[src/rtl/jt_sfg01_busmst.sv]
// rtl/jt_sfg01_busmst.sv - MSX slot-3 bus initiator with wait stretching and int_n synchroniser
module jt_sfg01_busmst #(
  parameter int SETUP_CYC  = 1,
  parameter int STROBE_CYC = 2,
  parameter int HOLD_CYC   = 1,
  parameter int WAIT_MAX   = 255
) (
  input  logic        clk,
  input  logic        rst_n,
  input  logic        req,
  input  logic        req_we,
  input  logic [13:0] req_addr,
  input  logic [7:0]  req_wdata,
  output logic        ack,
  output logic        err,
  output logic [7:0]  rdata,
  output logic        busy,
  output logic [13:0] addr,
  output logic [7:0]  dout,
  output logic        dout_oe,
  input  logic [7:0]  din,
  output logic        slt3_n,
  output logic        rd_n,
  output logic        wr_n,
  input  logic        wait_n,
  input  logic        int_n,
  output logic        irq
);

  typedef enum logic [2:0] {IDLE, SETUP, STROBE, STRETCH, HOLD, DONE} state_t;

  localparam logic [3:0] SETUP_LAST  = 4'(SETUP_CYC - 1);
  localparam logic [3:0] STROBE_LAST = 4'(STROBE_CYC - 1);
  localparam logic [3:0] HOLD_LAST   = 4'(HOLD_CYC - 1);
  localparam logic [7:0] WAIT_LAST   = 8'(WAIT_MAX - 1);
  localparam logic       SKIP_HOLD   = (HOLD_CYC == 0);

  state_t      state;
  logic [3:0]  cnt;
  logic [7:0]  wcnt;
  logic        we_q;
  logic        err_q;
  logic        int_s1;
  logic        int_s2;

  always_ff @(posedge clk) begin
    if (!rst_n) begin
      state   <= IDLE;
      cnt     <= '0;
      wcnt    <= '0;
      we_q    <= 1'b0;
      err_q   <= 1'b0;
      ack     <= 1'b0;
      err     <= 1'b0;
      rdata   <= '0;
      busy    <= 1'b0;
      addr    <= '0;
      dout    <= '0;
      dout_oe <= 1'b0;
      slt3_n  <= 1'b1;
      rd_n    <= 1'b1;
      wr_n    <= 1'b1;
    end else begin
      ack <= 1'b0;
      err <= 1'b0;
      case (state)
        IDLE: begin
          if (req) begin
            we_q   <= req_we;
            addr   <= req_addr;
            slt3_n <= 1'b0;
            busy   <= 1'b1;
            err_q  <= 1'b0;
            cnt    <= '0;
            if (req_we) begin
              dout    <= req_wdata;
              dout_oe <= 1'b1;
            end
            state <= SETUP;
          end
        end
        SETUP: begin
          if (cnt == SETUP_LAST) begin
            cnt <= '0;
            if (we_q) wr_n <= 1'b0;
            else      rd_n <= 1'b0;
            state <= STROBE;
          end else begin
            cnt <= cnt + 4'd1;
          end
        end
        STROBE, STRETCH: begin
          // Strobe ends on wait_n high after the minimum width, or on stretch timeout.
          if (state == STROBE && cnt != STROBE_LAST) begin
            cnt <= cnt + 4'd1;
          end else if (state == STROBE && !wait_n) begin
            wcnt  <= '0;
            state <= STRETCH;
          end else if (!wait_n && wcnt != WAIT_LAST) begin
            wcnt <= wcnt + 8'd1;
          end else begin
            cnt  <= '0;
            rd_n <= 1'b1;
            wr_n <= 1'b1;
            if (!wait_n)   err_q <= 1'b1;
            else if (!we_q) rdata <= din;
            if (SKIP_HOLD) begin
              slt3_n  <= 1'b1;
              dout_oe <= 1'b0;
              state   <= DONE;
            end else begin
              state <= HOLD;
            end
          end
        end
        HOLD: begin
          if (cnt == HOLD_LAST) begin
            slt3_n  <= 1'b1;
            dout_oe <= 1'b0;
            state   <= DONE;
          end else begin
            cnt <= cnt + 4'd1;
          end
        end
        DONE: begin
          ack   <= 1'b1;
          err   <= err_q;
          busy  <= 1'b0;
          state <= IDLE;
        end
        default: state <= IDLE;
      endcase
    end
  end

  always_ff @(posedge clk) begin
    if (!rst_n) begin
      int_s1 <= 1'b1;
      int_s2 <= 1'b1;
    end else begin
      int_s1 <= int_n;
      int_s2 <= int_s1;
    end
  end

  assign irq = ~int_s2;

endmodule
[config.mk]
export PLATFORM = sky130hd
export DESIGN_NAME = jt_sfg01_busmst
export DESIGN_NICKNAME = d
export VERILOG_FILES = /design/src/rtl/jt_sfg01_busmst.sv
export SDC_FILE = /design/constraint.sdc
export NUM_CORES = 1
export LEC_CHECK = 0
export CAP_MARGIN = 40
export CORE_AREA = 5 5 90 92
export DETAILED_ROUTE_END_ITERATION = 12
export DIE_AREA = 0 0 95 97
export SLEW_MARGIN = 40
export SYNTH_ARGS = -nofsm -noshare
export SYNTH_HDL_FRONTEND = slang
export SYNTH_SLANG_ARGS = --single-unit
[constraint.sdc]
create_clock -name clk -period 2.1 [get_ports clk]
set_clock_uncertainty 0.15 [all_clocks]
set_input_delay 0.21 -clock clk [delete_from_list [all_inputs] [get_ports clk]]
set_output_delay 0.21 -clock clk [all_outputs]
set_load 0.02 [all_outputs]
### Yosys cells after proc, flatten, opt, wreduce, memory -nomap -nowiden

Index checks and enable logic that the tools add are counted.
Widths: inputs -> output; s select.

| operators by class | value |
|---|---|
| add/subtract/negate cells | 2 |
| eq/ne operators | 21 |
| muxes and demuxes | 40 |
| bitwise logic cells | 5 |
| reduce and logical (&&, ||, !) cells | 26 |

Operators with widths:

| operator | number |
|---|---|
| $mux 4 | 6 |
| $reduce_and 6->1 | 4 |
| $ne 2x2->1 const B | 11 |
| $mux 1 | 18 |
| $mux 3 | 6 |
| $mux 8 | 2 |
| $pmux 4 s4 | 1 |
| $pmux 1 s2 | 6 |
| $pmux 3 s4 | 1 |
| $reduce_and 5->1 | 2 |
| $reduce_bool 2->1 | 5 |
| $ne 3x3->1 const B | 3 |
| $reduce_and 3->1 | 3 |
| $add 8x1->8 const B | 1 |
| $ne 8x8->1 const B | 1 |
| $eq 3x2->1 const B | 2 |
| $eq 3x3->1 const B | 2 |
| $reduce_and 2->1 | 3 |
| $not 1->1 | 5 |
| $add 4x1->4 const B | 1 |
| $logic_not 4->1 | 1 |
| $ne 4x1->1 const B | 1 |
| $reduce_and 4->1 | 1 |
| $reduce_bool 4->1 | 1 |
| 5 further kinds | 7 |

| storage, ports and cells | value |
|---|---|
| register bits | 56 |

### Longest topological paths before layout

Gate-level depths: netlist of the first run.

| depth | value |
|---|---|
| depth in word-level cells | 6 |
| gate-level depth with buffers | 9 |
| depth with buffers taken out | 7 |

### Least setup slack after synthesis of the first run

Ideal clock, no wire load.

| timing | value |
|---|---|
| path kind | flip-flop to flip-flop |
| from | reg cnt[0] |
| to | reg rdata[0] |
| arrival time | 1.968 ns |
| required time | 1.834 ns |
| slack | -0.134 ns |
| cell stages (with the launch flop) | 9 |
| period minus slack after synthesis | 2.234 ns |
| cell sequence | dfxtp_1 > ha_1 > or3b_4 > and2_4 > buf_6 > or4b_4 > buf_6 > mux2i_1 > nor2b_1 |

| on the way | value |
|---|---|
| longest elaborated chain between the ends | 4 |

Ends and longest elaborated chain:

| element | line | source |
|---|---|---|
| from (decl) | 39 | `logic [3:0] cnt;` |
| from (signal assigned) | 89 | `cnt <= cnt + 4'd1;` |
| from (signal assigned) | 95 | `cnt <= cnt + 4'd1;` |
| from (signal assigned) | 122 | `cnt <= cnt + 4'd1;` |
| $ne 4x1->1 | 94 | `if (state == STROBE && cnt != STROBE_LAST) begin` |
| $logic_and 1x1->1 | 94 |  |
| $not 1->1 (no source line) | n/a |  |
| $reduce_and 6->1 (no source line) | n/a |  |
| to (signal assigned) | 106 | `else if (!we_q) rdata <= din;` |
| to (decl) | 16 | `output logic [7:0] rdata,` |

No other way between the ends.
A chain may end at the register's enable or synchronous reset.

### Worst setup path after layout of the first run

| timing | value |
|---|---|
| from | reg cnt[1] |
| to | reg rdata[2] |

The elaborated chain is that of the path after synthesis.

==> run_results.csv, run 1 <==
group,metric,value,unit
timing,period_needed,2.13,ns
route,vias_per_cell,4.61,
logic_synthesis,synthMuxAreaShare,0.0366,
die,core,7140,um^2
logic_synthesis,yosysMostFrequentCell,"nand2_1",
logic_synthesis,synth_area_leader_cell,"dfxtp_1",
die,start_util,0.345,
pwr,power,0.00349,W
critical_path,r2r_start,"cnt[1]",
run_status,status,"finished, violations left",
route,ant_nets,0,
clock_tree,cts_sinks,56,
critical_path,end_kind,"flip-flop",
final_layout,final_nets,410,
critical_path,rrSetupSlack,-0.03,ns
pwr,peakVddDrop,0.472,mV
critical_path,critPathArrivalTime,2.20,ns
logic_synthesis,synthFlopType,"dfxtp_1",
die,rows,31,
timing,setup_tns,-0.0936,ns
logic_synthesis,yosys-top-cells-count,"nand2_1, dfxtp_1, a21boi_0",
timing,maxSlewHeadroom,0.710,
timing,setup_ws,-0.0314,ns
route,first_pass_iters,4,
final_layout,area_delta_synth_final,44.3,%
die,ioPinCount,74,
logic_synthesis,syn_nets,321,
timing,min_period_over_period,1.01,
die,die_h,97,um
route,drt_iter0_markers,68,
route,routed_wl,5880,um
logic_synthesis,synthSimpleGateAreaFrac,0.271,
final_layout,fillers,725,
critical_path,r2r_end,"rdata[2]",
clock_tree,clkLatencyLatePin,0.31,ns
logic_synthesis,synth_xor_area_frac,0.0249,
logic_synthesis,yosys.area_share.adder,0.0254,
global_route,grt.overflow.total,0,
logic_synthesis,yosysSeqAreaShare,0.455,
critical_path,cp-endpoint,"rdata[2]",
timing,finalMaxSlewViolations,0,
clock_tree,cts-root-buf,"clkbuf_8",
logic_synthesis,synthTopCellsByArea,"dfxtp_1, nand2_1, a21boi_0, mux2i_1, nor2b_1",
die,die_w,95,um
logic_synthesis,synth-seq-cells,56,
hold_path,hold_path_class,"reg -> reg",
critical_path,startpoint,"cnt[1]",
logic_synthesis,synth.yosys.warnings,0,
clock_tree,htreeDepth,2,
placement,dp_cells,461,
critical_path,worstPathRequired,2.17,ns
critical_path,critical_path_class,"reg -> reg",
logic_synthesis,synth_top_area_frac,0.455,
final_layout,layout-drive-gt1-share,0.119,
clock_tree,clk_pin_slew,0.10,ns
global_route,grt_pass1_vias,2114,
route,wire_per_inst,12.5,um
global_route,grt_usage,0.130,
clock_tree,cts_tree,"done",
logic_synthesis,synth-async-reset-ratio,0,
critical_path,cp_cell_sequence,"inv_2, ha_4, or3b_4, and2_4, or4b_4, mux2i_1, nor2b_1",
timing,grt_setup_unrepaired,"true",
global_route,antenna_found_initial,0,
logic_synthesis,syn_area_per_cell,8.79,um^2
clock_tree,cts_setup_buffers,0,
global_route,grt_max_degree,21,
timing,hold_violations,0,
timing,worst_pin_slew,0.433,ns
logic_synthesis,synth_compound_area_frac,0.150,
run,drv.max_cap_violation_count,0,
route,drc,0,
critical_path,rr_worst_depth,7,
logic_synthesis,synth_edf_count,0,
clock_tree,cts_buffers,5,
critical_path,cp_max_fo,8,
critical_path,critical-path-max-stage-delay,0.58,ns
placement,place_congestion,0.867,
critical_path,start_kind,"flip-flop",
logic_synthesis,synth_cell_type_count,43,
timing,fmax,469,MHz
final_layout,antenna_cells,0,
critical_path,cpMaxStageDelayCell,"or4b_4",
global_route,grt_pass1_wl,9960,um
timing,setup-violations-final,8,
clock_tree,cts.path.max_buffers,2,
pwr,leakage,1.39,nW
route,num_vias,2164,
logic_synthesis,synth_top_family_by_area,"simple AND/OR/NAND/NOR gates",
die,fp.dieArea,9220,um^2
logic_synthesis,netlist_area,2460,um^2
placement,io_buffers,73,
run_status,violations,"negative setup slack",
final_layout,fin_cells,469,
placement,hpwl,4480,um
pwr,pwr_density_cell,983,nW/um^2
logic_synthesis,netlist_instances,280,
placement,place_ws,-0.0622,ns
-- cells by family (layout without fill, tap and decap cells) --
group / Yosys count / after routing
simple gates: 132 / 132
flops: 56 / 56
compound gates: 51 / 51
buf+inv: 20 / 110
mux: 9 / 9
xor+xnor: 7 / 7
fa+ha+maj: 5 / 5
-- final cells by class --
| type | count | area (um^2) | share of cell area |
|---|---|---|---|
| Multi-Input combinational cell | 204 | 1290 | 0.362 |
| Clock inverter | 3 | 22.5 | 0.00634 |
| Inverter | 6 | 22.5 | 0.00634 |
| Clock buffer | 5 | 68.8 | 0.0194 |
| Sequential cell | 56 | 1130 | 0.317 |
| Timing Repair Buffer | 96 | 903 | 0.254 |
| Tap cell | 99 | 124 | 0.0349 |
-- metal layers --
layer	track usage	vias up	wire, um
met4	0.0366	0	77
met5	0	-	0
met2	0.209	58	2700
met3	0.0365	7	375
met1	0.167	964	2730
li1	-	1135	-
-- power by group --
group	switching [W]	leakage, nW	total (W)	internal (W)
clock	0.000365	0.0485	0.000605	0.000240
combinational	0.000789	0.884	0.00154	0.000749
sequential	0.000116	0.458	0.00135	0.00123
total	0.00127	1.39	0.00349	0.00222
-- sequential cells by signal (all words and copies together), names as in the netlist --
signal and count:
ack 1, addr 14, busy 1, cnt 4
dout 8, dout_oe 1, err 1, err_q 1
int_s1 1, int_s2 1, rd_n 1, rdata 8
slt3_n 1, state 3, wcnt 8, we_q 1
wr_n 1
-- timing repair --
action / in CTS / in global routing
hold buffers: 0 / 0
pin swaps: 1 / 3
resized for setup: 0 / 9
setup endpoints to repair: 8 / 17
-- stage by stage --
stage	cell area [um^2]	hold slack, ns	util
final	3550	0.266	0.498
after global routing	3550	0.279	0.498
after CTS	3520	0.270	0.493
after detailed placement	3420	0.245	0.480
after global placement	3420	0.242	0.480
after floorplan	2460	0.161	-
-- how the worst min path moves through the flow --
stage / startpoint / to / slack [ns] / depth (start not counted)
after global routing: int_s1 / int_s2 / 0.28 / 1
final: int_s1 / int_s2 / 0.27 / 1
after detailed placement: int_s1 / int_s2 / 0.25 / 1
after floorplan: int_n / int_s1 / 0.16 / 1
after CTS: int_s1 / int_s2 / 0.27 / 1
after global placement: int_s1 / int_s2 / 0.24 / 1
-- cells in the final DEF (no fill, tap or decap), drive strengths merged, types with 5 or more instances in the layout --
master / instances
nor2b: 14
a21boi: 24
buf: 23
inv: 7
nand2: 57
dfxtp: 56
clkbuf: 5
and2: 5
o21ai: 7
nor3: 6
clkdlybuf4s50: 73
nor2: 16
mux2i: 9
ha: 5
a21oi: 6
nand2b: 7
-- critical path, delay by kind of cell, from the launching register on --
| family | cells | cell delay (ns) |
|---|---|---|
| mux | 1 | 0.20 |
| simple gates | 4 | 1.16 |
| flops | 1 | 0.33 |
| fa+ha+maj | 1 | 0.11 |
| buf+inv | 1 | 0.07 |
No activity file was read; power rests on OpenSTA's default activity.
==> inputs of run 2 (changes only) <==
--- a/config.mk
+++ b/config.mk
@@ -6,9 +6,10 @@
 export NUM_CORES = 1
 export LEC_CHECK = 0
 export CAP_MARGIN = 40
-export CORE_AREA = 5 5 90 92
+export CORE_AREA = 2 2 82 84
 export DETAILED_ROUTE_END_ITERATION = 12
-export DIE_AREA = 0 0 95 97
+export DIE_AREA = 0 0 84 86
+export PLACE_DENSITY = 0.71
 export SLEW_MARGIN = 40
 export SYNTH_ARGS = -nofsm -noshare
 export SYNTH_HDL_FRONTEND = slang
==> run 2 against run 1 <==
Compared with the run above:
- the flow still finishes with violations (negative setup slack)
- register-to-register slack lost 0.02 ns
- global-route usage grew 2.7 points
- sequential share of layout area shrank 0.67 points
- die area shrank 22%
- routed wire length shrank 0.12%
- non-clock buffer count grew 4
- sequential power is essentially flat
- highest routed layer unchanged
==> run_results.csv, run 2 (synthesis gave the netlist of run 1 again) <==
group,metric,value,unit
timing,finalMaxSlewViolations,0,
global_route,antenna_found_initial,0,
route,drt_iter0_markers,107,
final_layout,antenna_cells,0,
final_layout,layout_commonest_cell,"clkdlybuf4s50_1",
timing,maxSlewHeadroom,0.713,
die,die_h,86,um
timing,min_period_over_period,1.02,
run_status,status,"finished, violations left",
route,first_pass_iters,4,
critical_path,critical_path_class,"reg -> reg",
clock_tree,cts_buffers,5,
die,ioPinCount,74,
route,routed_wl,5880,um
final_layout,regMostFlops,"addr",
timing,fmax,465,MHz
final_layout,largest_reg_flops,14,
clock_tree,cts_sinks,56,
clock_tree,cts_tree,"done",
timing,worst_pin_slew,0.428,ns
pwr,leakage,1.43,nW
timing,setup_ws,-0.0490,ns
placement,hpwl,4230,um
timing,hold_violations,0,
die,die_w,84,um
placement,dp_cells,438,
global_route,grt_pass1_vias,2067,
pwr,peakVddDrop,0.511,mV
clock_tree,htreeDepth,2,
placement,io_buffers,73,
clock_tree,cts-root-buf,"clkbuf_8",
final_layout,area_delta_synth_final,47.1,%
route,drc,0,
critical_path,critPathArrivalTime,2.22,ns
die,rows,29,
pwr,pwr_density_cell,1000,nW/um^2
critical_path,worstPathRequired,2.17,ns
die,core,6280,um^2
global_route,grt_max_degree,24,
critical_path,r2r_start,"cnt[1]",
run,drv.max_cap_violation_count,0,
final_layout,final_nets,414,
final_layout,fin_cells,451,
critical_path,end_kind,"flip-flop",
timing,setup-violations-final,9,
final_layout,fin_area,3620,um^2
hold_path,hold_path_class,"reg -> reg",
die,start_util,0.392,
route,num_vias,2205,
clock_tree,cts-hold-fix-buffers,0,
route,wire_per_inst,13.0,um
run_status,violations,"negative setup slack",
global_route,grt.overflow.total,0,
route,vias_per_cell,4.89,
global_route,grt_pass1_wl,9270,um
clock_tree,clkLatencyLatePin,0.32,ns
clock_tree,cts.path.max_buffers,2,
timing,grt_setup_unrepaired,"true",
global_route,grt_usage,0.157,
route,ant_nets,0,
timing,whs,0.269,ns
placement,place_congestion,0.872,
final_layout,final_cell_mix,"clkdlybuf4s50_1, nand2_1, dfxtp_1, buf_4, a21boi_0",
critical_path,cp_max_fo,8,
critical_path,start_kind,"flip-flop",
die,fp.dieArea,7220,um^2
final_layout,layout-drive-gt1-share,0.142,
critical_path,startpoint,"cnt[1]",
timing,period_needed,2.15,ns
hold_path,hp-start,"int_s1",
clock_tree,clk_pin_slew,0.11,ns
placement,place_area,3390,um^2
==> run 2: metal layers <==
layer | wire (um) | track usage | vias up
met5 | 0 | 0 | -
met3 | 399 | 0.0481 | 9
met1 | 2700 | 0.195 | 982
li1 | - | - | 1140
met2 | 2680 | 0.255 | 74
met4 | 101 | 0.0616 | 0
==> run 2: worst max-delay path, cell delays in order, from the launching register on <==
cell	delay (ns)
dfxtp_2	0.33
inv_2	0.05
ha_1	0.12
or3b_4	0.37
and2_4	0.16
or4b_4	0.63
mux2i_1	0.20
nor2b_1	0.06
==> run 2: final timing paths <==
| path | cells past startpoint | slack, ns | endpoint |
|---|---|---|---|
| hold / removal | 1 | 0.27 | int_s2 |
| setup reg to reg | 7 | -0.05 | rdata[0] |
| setup / recovery | 7 | -0.05 | rdata[0] |
| hold reg to reg | 1 | 0.27 | int_s2 |
==> run 2: stage by stage <==
| step | setup slack (ns) | TNS (ns) | utilization | total power [W] |
|---|---|---|---|---|
| 2_1_floorplan | -0.110 | -0.882 | - | 0.00224 |
| 3_3_place_gp | -0.0182 | -0.139 | 0.540 | 0.00285 |
| 3_5_place_dp | -0.0629 | -0.415 | 0.540 | 0.00287 |
| 4_1_cts | -0.0685 | -0.465 | 0.565 | 0.00357 |
| 5_1_grt | -0.131 | -0.930 | 0.577 | 0.00384 |
| 6_report | -0.0490 | -0.313 | 0.577 | 0.00362 |
==> run 2: power breakdown <==
| group | internal [W] | switching, W |
|---|---|---|
| registers | 0.00123 | 0.000118 |
| clock network | 0.000270 | 0.000355 |
| logic | 0.000807 | 0.000842 |
==> run 2: layout make-up <==
class | instances | area, um^2
fill | 582 | 2660
multi-input combinational | 204 | 1340
sequential | 56 | 1120
timing repair buffer | 100 | 946
tap | 77 | 96.3
clock buffer | 6 | 82.6
inverter | 6 | 22.5
clock inverter | 2 | 13.8
==> run 2: repair_timing <==
| item | 4_1_cts | 5_1_grt |
|---|---|---|
| buffers inserted | 4 | 1 |
| setup endpoints to repair | 8 | 20 |
| pin swaps | 1 | 10 |
| resized for setup | 4 | 14 |
| gates cloned | 0 | 0 |
==> inputs of run 3 (changes only) <==
==> constraint.sdc (replaced) <==
create_clock -name clk -period 2.1 [get_ports clk]
set_clock_uncertainty 0.15 [all_clocks]
set_input_delay 0.21 -clock clk [delete_from_list [all_inputs] [get_ports clk]]
set_output_delay 0.21 -clock clk [all_outputs]
set_load 0.01 [all_outputs]
==> results of run 3 <==
Same layout as run 2 (identical final DEF). Status: finished, violations left: negative setup slack.
Main changes from that run: total power 0.00362 W -> 0.00353 W; worst IR drop on VDD 0.511 mV -> 0.496 mV
